--- src/rtl/rob.sv ---
// Reorder buffer: circular queue that allocates, collects CDB results and retires in program order.
// Latency: alloc ID is available combinationally; a CDB write commits no earlier than the next cycle.
// Backpressure: alloc_ready drops when full or flushing; decode holds its request until accepted.
module rob #(
    parameter int ROB_DEPTH_BITS = 4
) (
    input  logic                      clk,
    input  logic                      rst,
    // allocation from decode
    input  logic                      alloc_valid,
    input  logic [4:0]                alloc_rd_addr,
    output logic                      alloc_ready,
    output logic [ROB_DEPTH_BITS-1:0] alloc_rob_id,
    // common data bus
    input  logic                      cdb_valid,
    input  logic [ROB_DEPTH_BITS-1:0] cdb_rob_id,
    input  logic [31:0]               cdb_data,
    input  logic                      cdb_mispredict,
    // in-order retirement to the register file
    output logic                      commit_valid,
    output logic [4:0]                commit_rd_addr,
    output logic [31:0]               commit_rd_data,
    output logic [ROB_DEPTH_BITS-1:0] commit_rob_id,
    output logic                      flush,
    // operand lookup from dispatch
    input  logic [ROB_DEPTH_BITS-1:0] rs1_rob_id,
    input  logic [ROB_DEPTH_BITS-1:0] rs2_rob_id,
    output logic                      rs1_rob_ready,
    output logic                      rs2_rob_ready,
    output logic [31:0]               rs1_rob_data,
    output logic [31:0]               rs2_rob_data,
    // occupancy
    output logic                      empty,
    output logic                      full
);

    localparam int DEPTH = 1 << ROB_DEPTH_BITS;

    // Constants sized to the pointer and counter widths so arithmetic stays width-exact.
    localparam logic [ROB_DEPTH_BITS-1:0] ID_ONE    = {{(ROB_DEPTH_BITS-1){1'b0}}, 1'b1};
    localparam logic [ROB_DEPTH_BITS:0]   CNT_ONE   = {{ROB_DEPTH_BITS{1'b0}}, 1'b1};
    localparam logic [ROB_DEPTH_BITS:0]   CNT_DEPTH = {1'b1, {ROB_DEPTH_BITS{1'b0}}};

    // Per-entry state. Control bits are packed vectors; payloads are unpacked arrays.
    logic [DEPTH-1:0] valid_q, valid_d;
    logic [DEPTH-1:0] done_q,  done_d;
    logic [DEPTH-1:0] mispred_q, mispred_d;
    logic [4:0]       rd_q   [DEPTH];
    logic [4:0]       rd_d   [DEPTH];
    logic [31:0]      data_q [DEPTH];
    logic [31:0]      data_d [DEPTH];

    // Pointers wrap naturally because they are exactly ROB_DEPTH_BITS wide.
    logic [ROB_DEPTH_BITS-1:0] head_q, head_d;
    logic [ROB_DEPTH_BITS-1:0] tail_q, tail_d;
    logic [ROB_DEPTH_BITS:0]   count_q, count_d;

    logic alloc_fire;
    logic commit_fire;
    logic cdb_hit;

    // Status, handshake and commit outputs, all derived from stored state (no CDB-to-commit path).
    always_comb begin
        full           = (count_q == CNT_DEPTH);
        empty          = (count_q == '0);
        commit_valid   = valid_q[head_q] && done_q[head_q];
        commit_rd_addr = rd_q[head_q];
        commit_rd_data = data_q[head_q];
        commit_rob_id  = head_q;
        flush          = commit_valid && mispred_q[head_q];
        // A full ROB refuses allocation even when the head retires this cycle.
        alloc_ready    = !full && !flush;
        alloc_rob_id   = tail_q;
        alloc_fire     = alloc_valid && alloc_ready;
        commit_fire    = commit_valid;
        // Results for entries that are not live (stale or flushed IDs) are dropped.
        cdb_hit        = cdb_valid && valid_q[cdb_rob_id];
    end

    // rs1 lookup: same-cycle CDB bypass wins over stored data; nothing is ready while flushing.
    always_comb begin
        rs1_rob_ready = 1'b0;
        rs1_rob_data  = data_q[rs1_rob_id];
        if (cdb_valid && (cdb_rob_id == rs1_rob_id)) begin
            rs1_rob_ready = 1'b1;
            rs1_rob_data  = cdb_data;
        end else if (valid_q[rs1_rob_id] && done_q[rs1_rob_id]) begin
            rs1_rob_ready = 1'b1;
        end
        if (flush) begin
            rs1_rob_ready = 1'b0;
        end
    end

    // rs2 lookup: identical to rs1.
    always_comb begin
        rs2_rob_ready = 1'b0;
        rs2_rob_data  = data_q[rs2_rob_id];
        if (cdb_valid && (cdb_rob_id == rs2_rob_id)) begin
            rs2_rob_ready = 1'b1;
            rs2_rob_data  = cdb_data;
        end else if (valid_q[rs2_rob_id] && done_q[rs2_rob_id]) begin
            rs2_rob_ready = 1'b1;
        end
        if (flush) begin
            rs2_rob_ready = 1'b0;
        end
    end

    // Next-state: a flush discards everything (including this cycle's alloc and CDB);
    // otherwise apply writeback, allocation and commit in that order.
    always_comb begin
        valid_d   = valid_q;
        done_d    = done_q;
        mispred_d = mispred_q;
        rd_d      = rd_q;
        data_d    = data_q;
        head_d    = head_q;
        tail_d    = tail_q;
        count_d   = count_q;

        if (flush) begin
            valid_d   = '0;
            done_d    = '0;
            mispred_d = '0;
            head_d    = '0;
            tail_d    = '0;
            count_d   = '0;
        end else begin
            if (cdb_hit) begin
                done_d[cdb_rob_id]    = 1'b1;
                data_d[cdb_rob_id]    = cdb_data;
                mispred_d[cdb_rob_id] = cdb_mispredict;
            end

            // The tail entry is never live when alloc fires, so this cannot collide with the CDB write.
            if (alloc_fire) begin
                valid_d[tail_q]   = 1'b1;
                done_d[tail_q]    = 1'b0;
                mispred_d[tail_q] = 1'b0;
                rd_d[tail_q]      = alloc_rd_addr;
                tail_d            = tail_q + ID_ONE;
            end

            if (commit_fire) begin
                valid_d[head_q] = 1'b0;
                head_d          = head_q + ID_ONE;
            end

            case ({alloc_fire, commit_fire})
                2'b10:   count_d = count_q + CNT_ONE;
                2'b01:   count_d = count_q - CNT_ONE;
                default: count_d = count_q;
            endcase
        end
    end

    // State registers with synchronous reset; reset overrides every other input.
    always_ff @(posedge clk) begin
        if (rst) begin
            valid_q   <= '0;
            done_q    <= '0;
            mispred_q <= '0;
            head_q    <= '0;
            tail_q    <= '0;
            count_q   <= '0;
            for (int i = 0; i < DEPTH; i++) begin
                rd_q[i]   <= '0;
                data_q[i] <= '0;
            end
        end else begin
            valid_q   <= valid_d;
            done_q    <= done_d;
            mispred_q <= mispred_d;
            head_q    <= head_d;
            tail_q    <= tail_d;
            count_q   <= count_d;
            for (int i = 0; i < DEPTH; i++) begin
                rd_q[i]   <= rd_d[i];
                data_q[i] <= data_d[i];
            end
        end
    end

endmodule

--- config.mk ---
export PLATFORM = sky130hd
export DESIGN_NAME = rob
export DESIGN_NICKNAME = d
export VERILOG_FILES = /design/src/rtl/rob.sv
export SDC_FILE = /design/constraint.sdc
export NUM_CORES = 2
export LEC_CHECK = 0
export CAP_MARGIN = 20
export CORE_ASPECT_RATIO = 0.7
export CORE_UTILIZATION = 55
export CTS_CLUSTER_DIAMETER = 50
export DETAILED_ROUTE_END_ITERATION = 12
export GPL_ROUTABILITY_DRIVEN = 0
export PLACE_DENSITY = 0.84
export SLEW_MARGIN = 20
export SYNTH_ARGS = -nofsm -noshare
export SYNTH_HDL_FRONTEND = slang
export SYNTH_SLANG_ARGS = --single-unit
export TNS_END_PERCENT = 1
--- constraint.sdc ---
create_clock -name clk -period 6.8 [get_ports clk]
set_input_delay 1.36 -clock clk [delete_from_list [all_inputs] [get_ports clk]]
set_output_delay 1.36 -clock clk [all_outputs]
set_load 0.03 [all_outputs]
==> impl_metrics.py <==
metrics = {
    "power_and_ir_drop": {
        "ir_worst_vdd_uv": 168,
        "power_switching_mw": 1.97,
        "p_seq_share_pct": 46.3,
        "pwr-share-comb_pct": 6.8,
        "powerDensity_mw_per_mm2": 193,
        "p_clk_share_pct": 46.9,
        "p_sw_share_pct": 23.7,
        "p_int_mw": 6.34,
        "p_leak_nw": 16.4,
    },
    "clock_tree": {
        "clk_latency_ns": 0.63,
        "h-tree-depth": 3,
        "cts_num_sinks": 653,
        "cts_tree": "done",
        "cts_resized": 0,
        "cts_setup_buffers": 0,
        "clk_pin_slew_ns": 0.06,
        "root_buffer": "clkbuf_16",
        "cts_buffers": 67,
        "cts_max_path_buffers": 3,
        "cts_hold_buffers": 0,
    },
    "global_route": {
        "grt_pass1_wl_um": 172000,
        "antenna_found_initial": 4,
        "grt_max_degree": 237,
        "grt_util_met2_pct": 48.3,
        "gr-usage-met3_pct": 7.56,
        "use_met1_pct": 41.5,
        "gr-total-overflow": 0,
        "busiest_layer": "met2",
        "grtUsageTotal_pct": 31.1,
        "grt_pass1_vias": 28400,
    },
    "synth": {
        "syn_avg_cell_area_um2": 12.6,
        "syn_area_mm2": 0.0391,
        "synthDistinctLibCells": 50,
        "synth_compound_area_share_pct": 1.88,
        "synth-adder-area-share_pct": 0.384,
        "synth_top_area_share_pct": 33.5,
        "yosysWarnings": 0,
        "synth-simple-area-share_pct": 11.0,
        "seq_area_frac_synth_pct": 33.5,
        "synth.area.mux_share_pct": 48.0,
        "synth_top_family_by_area": "multiplexers",
        "ys_ff_latch": 653,
        "synth-xor-area-share_pct": 0.448,
        "postSynthCellCount": 3109,
        "synth_nets": 3175,
        "yosys-top-cells-area": "dfxtp_1 33%, mux4_2 30%, mux2i_1 15%",
        "synth_top_area_cell": "dfxtp_1",
    },
    "place": {
        "dpl.hpwl_um": 68300,
        "dpl.cell_count": 3937,
        "port_buffers": 169,
    },
    "hold_path": {
        "hold_depth": 2,
        "holdPathEnd": "rd_q[24]",
        "min_from": "rd_q[24]",
        "holdCritPathClass": "flop to flop",
    },
    "die": {
        "ioPinCount": 170,
        "core_mm2": 0.0700,
        "die_h_um": 225,
        "die_x_um": 321,
        "start_util_pct": 55.8,
        "placementRows": 81,
        "dieArea_mm2": 0.0721,
    },
    "flow_run": {
        "maxCapViolCount": 0,
    },
    "detailed_routing": {
        "drc": 0,
        "first_pass_iters": 7,
        "routed_wl_um": 111000,
        "first_iter_violations": 3168,
        "dr_total_vias": 27600,
        "via_per_inst": 6.79,
        "avgRoutedWirePerCell_um": 27.4,
        "antenna_left": 0,
    },
    "run_status": {
        "status": "finished clean",
    },
    "timing": {
        "relSlewSlack_pct": 22.9,
        "slew_violations": 0,
        "rsz0062_at_grt": "false",
        "fmax_ghz": 0.168,
        "finalSetupTns_ns": 0,
        "fin_crit_sh_pct": 87.4,
        "tightest_slew_ns": 1.15,
        "setup_viol": 0,
        "fin_skew_ns": 0.0264,
        "final_hold_viol_count": 0,
        "fin_crit_ns": 5.94,
    },
    "critical_path": {
        "arrival_ns": 4.58,
        "worst_setup_path_end_kind": "primary output",
        "crit_required_ns": 5.44,
        "reg2reg_from": "commit_rob_id[1]",
        "r2r_cells": 16,
        "r2r_setup_slack_ns": 1.51,
        "path_cells": "buf_4 -> buf_4 -> mux4_2 -> mux4_2 -> clkdlybuf4s50_1",
        "crit_path_max_fanout": 38,
        "critPathKind": "flop to primary output",
        "setup.worst_path.start_class": "flop",
        "timing.rr.end": "count_q[4]",
        "crit_slowest_cell": "dfxtp_4",
        "cp_slowest_stage_delay_ns": 0.83,
    },
    "finish": {
        "nFillCells": 5087,
        "syn2layout_area_growth_pct": 10.2,
        "num-nets-final": 3119,
        "final_cell_mix": "649 x dfxtp_1, 595 x mux2i_1, 525 x mux4_2",
        "drive_gt1_share_pct": 26.8,
        "final_common_cell": "dfxtp_1",
        "diodes": 0,
        "stdcell_count": 4057,
    },
}
-- routing by layer --
metal / vias up / wire length [um]
li1: 11500 / -
met1: 13900 / 42700
met2: 1798 / 51000
met3: 373 / 12400
met4: 4 / 4920
met5: - / 23
-- power by group through the flow --
| stage | combinational, mW | sequential (mW) | clock [mW] |
|---|---|---|---|
| final | 0.567 | 3.84 | 3.89 |
| after global routing | 0.592 | 3.84 | 4.08 |
| after CTS | 0.561 | 3.84 | 3.92 |
| after detailed placement | 0.559 | 3.93 | 0 |
| after global placement | 0.544 | 3.93 | 0 |
| after floorplan | 0.404 | 3.93 | 0 |
-- stage by stage --
| stage | power, mW | hold slack, ns | util, % | area (um2) | setup WS (ns) |
|---|---|---|---|---|---|
| final | 8.31 | 0.478 | 61.5 | 43100 | 0.858 |
| after global routing | 8.52 | 0.497 | 61.5 | 43100 | 0.643 |
| after CTS | 8.32 | 0.476 | 61.5 | 43000 | 0.800 |
| after detailed placement | 4.49 | 0.464 | 58.2 | 40700 | 1.09 |
| after global placement | 4.47 | 0.455 | 58.2 | 40700 | 1.11 |
| after floorplan | 4.33 | 0.446 | - | 39100 | 1.64 |
-- worst max path at each step --
stage / slack [ns] / end / cells after the start / start
6_report: 0.86 / commit_rd_data[27] / 5 / commit_rob_id[0]
5_1_grt: 0.64 / commit_rd_data[27] / 5 / commit_rob_id[0]
2_1_floorplan: 1.64 / rs1_rob_ready / 8 / rs1_rob_id[0]
3_3_place_gp: 1.11 / rs2_rob_data[13] / 6 / rs2_rob_id[0]
4_1_cts: 0.80 / commit_rd_data[27] / 5 / commit_rob_id[0]
3_5_place_dp: 1.09 / rs2_rob_data[13] / 6 / rs2_rob_id[0]
-- state kept, by name, summed over array words and instances, names as in the netlist --
name,cells
data_q,512
rd_q,80
done_q,16
mispred_q,16
valid_q,16
count_q,5
alloc_rob_id,4
commit_rob_id,4
-- synth_stat cells (all sizes together) --
cell type / n
a21boi: 1
dfxtp: 653
o21a: 2
nand3: 12
and4: 1
and2: 4
and3: 23
a221oi: 15
nor3: 7
inv: 22
nand2: 36
xnor2: 6
nor2: 280
o21ai: 1
mux2: 79
nor3b: 1
o22ai: 1
ha: 12
buf: 157
a21o: 17
mux2i: 595
nor4: 3
a21oi: 9
clkbuf: 195
nor2b: 9
mux4: 528
or3: 1
xor2: 14
nand4: 19
a22oi: 5
nand2b: 379
o211a: 11
o22a: 1
a31oi: 10
-- cell families (layout without fill, tap and decap cells) --
family          count (synthesis)  after routing
mux                          1202           1202
simple gates                  775            775
flops                         653            653
buf+inv                       374            368
compound gates                 73             73
xor+xnor                       20             20
fa+ha+maj                      12             12
-- final cells by class --
type / count / area (um2) / area share (%)
Multi-Input combinational cell: 2082 / 24100 / 56.1
Inverter: 22 / 82.6 / 0.192
Clock buffer: 98 / 2040 / 4.73
Clock inverter: 21 / 274 / 0.636
Tap cell: 954 / 1190 / 2.77
Timing Repair Buffer: 227 / 2250 / 5.23
Sequential cell: 653 / 13100 / 30.4
-- worst max-delay path: cells and delay by family (launching register included) --
kind     cells  cell delay [ns]
buf+inv      3             1.98
flops        1             0.83
mux          2             1.14
(Power assumes the default switching activity.)
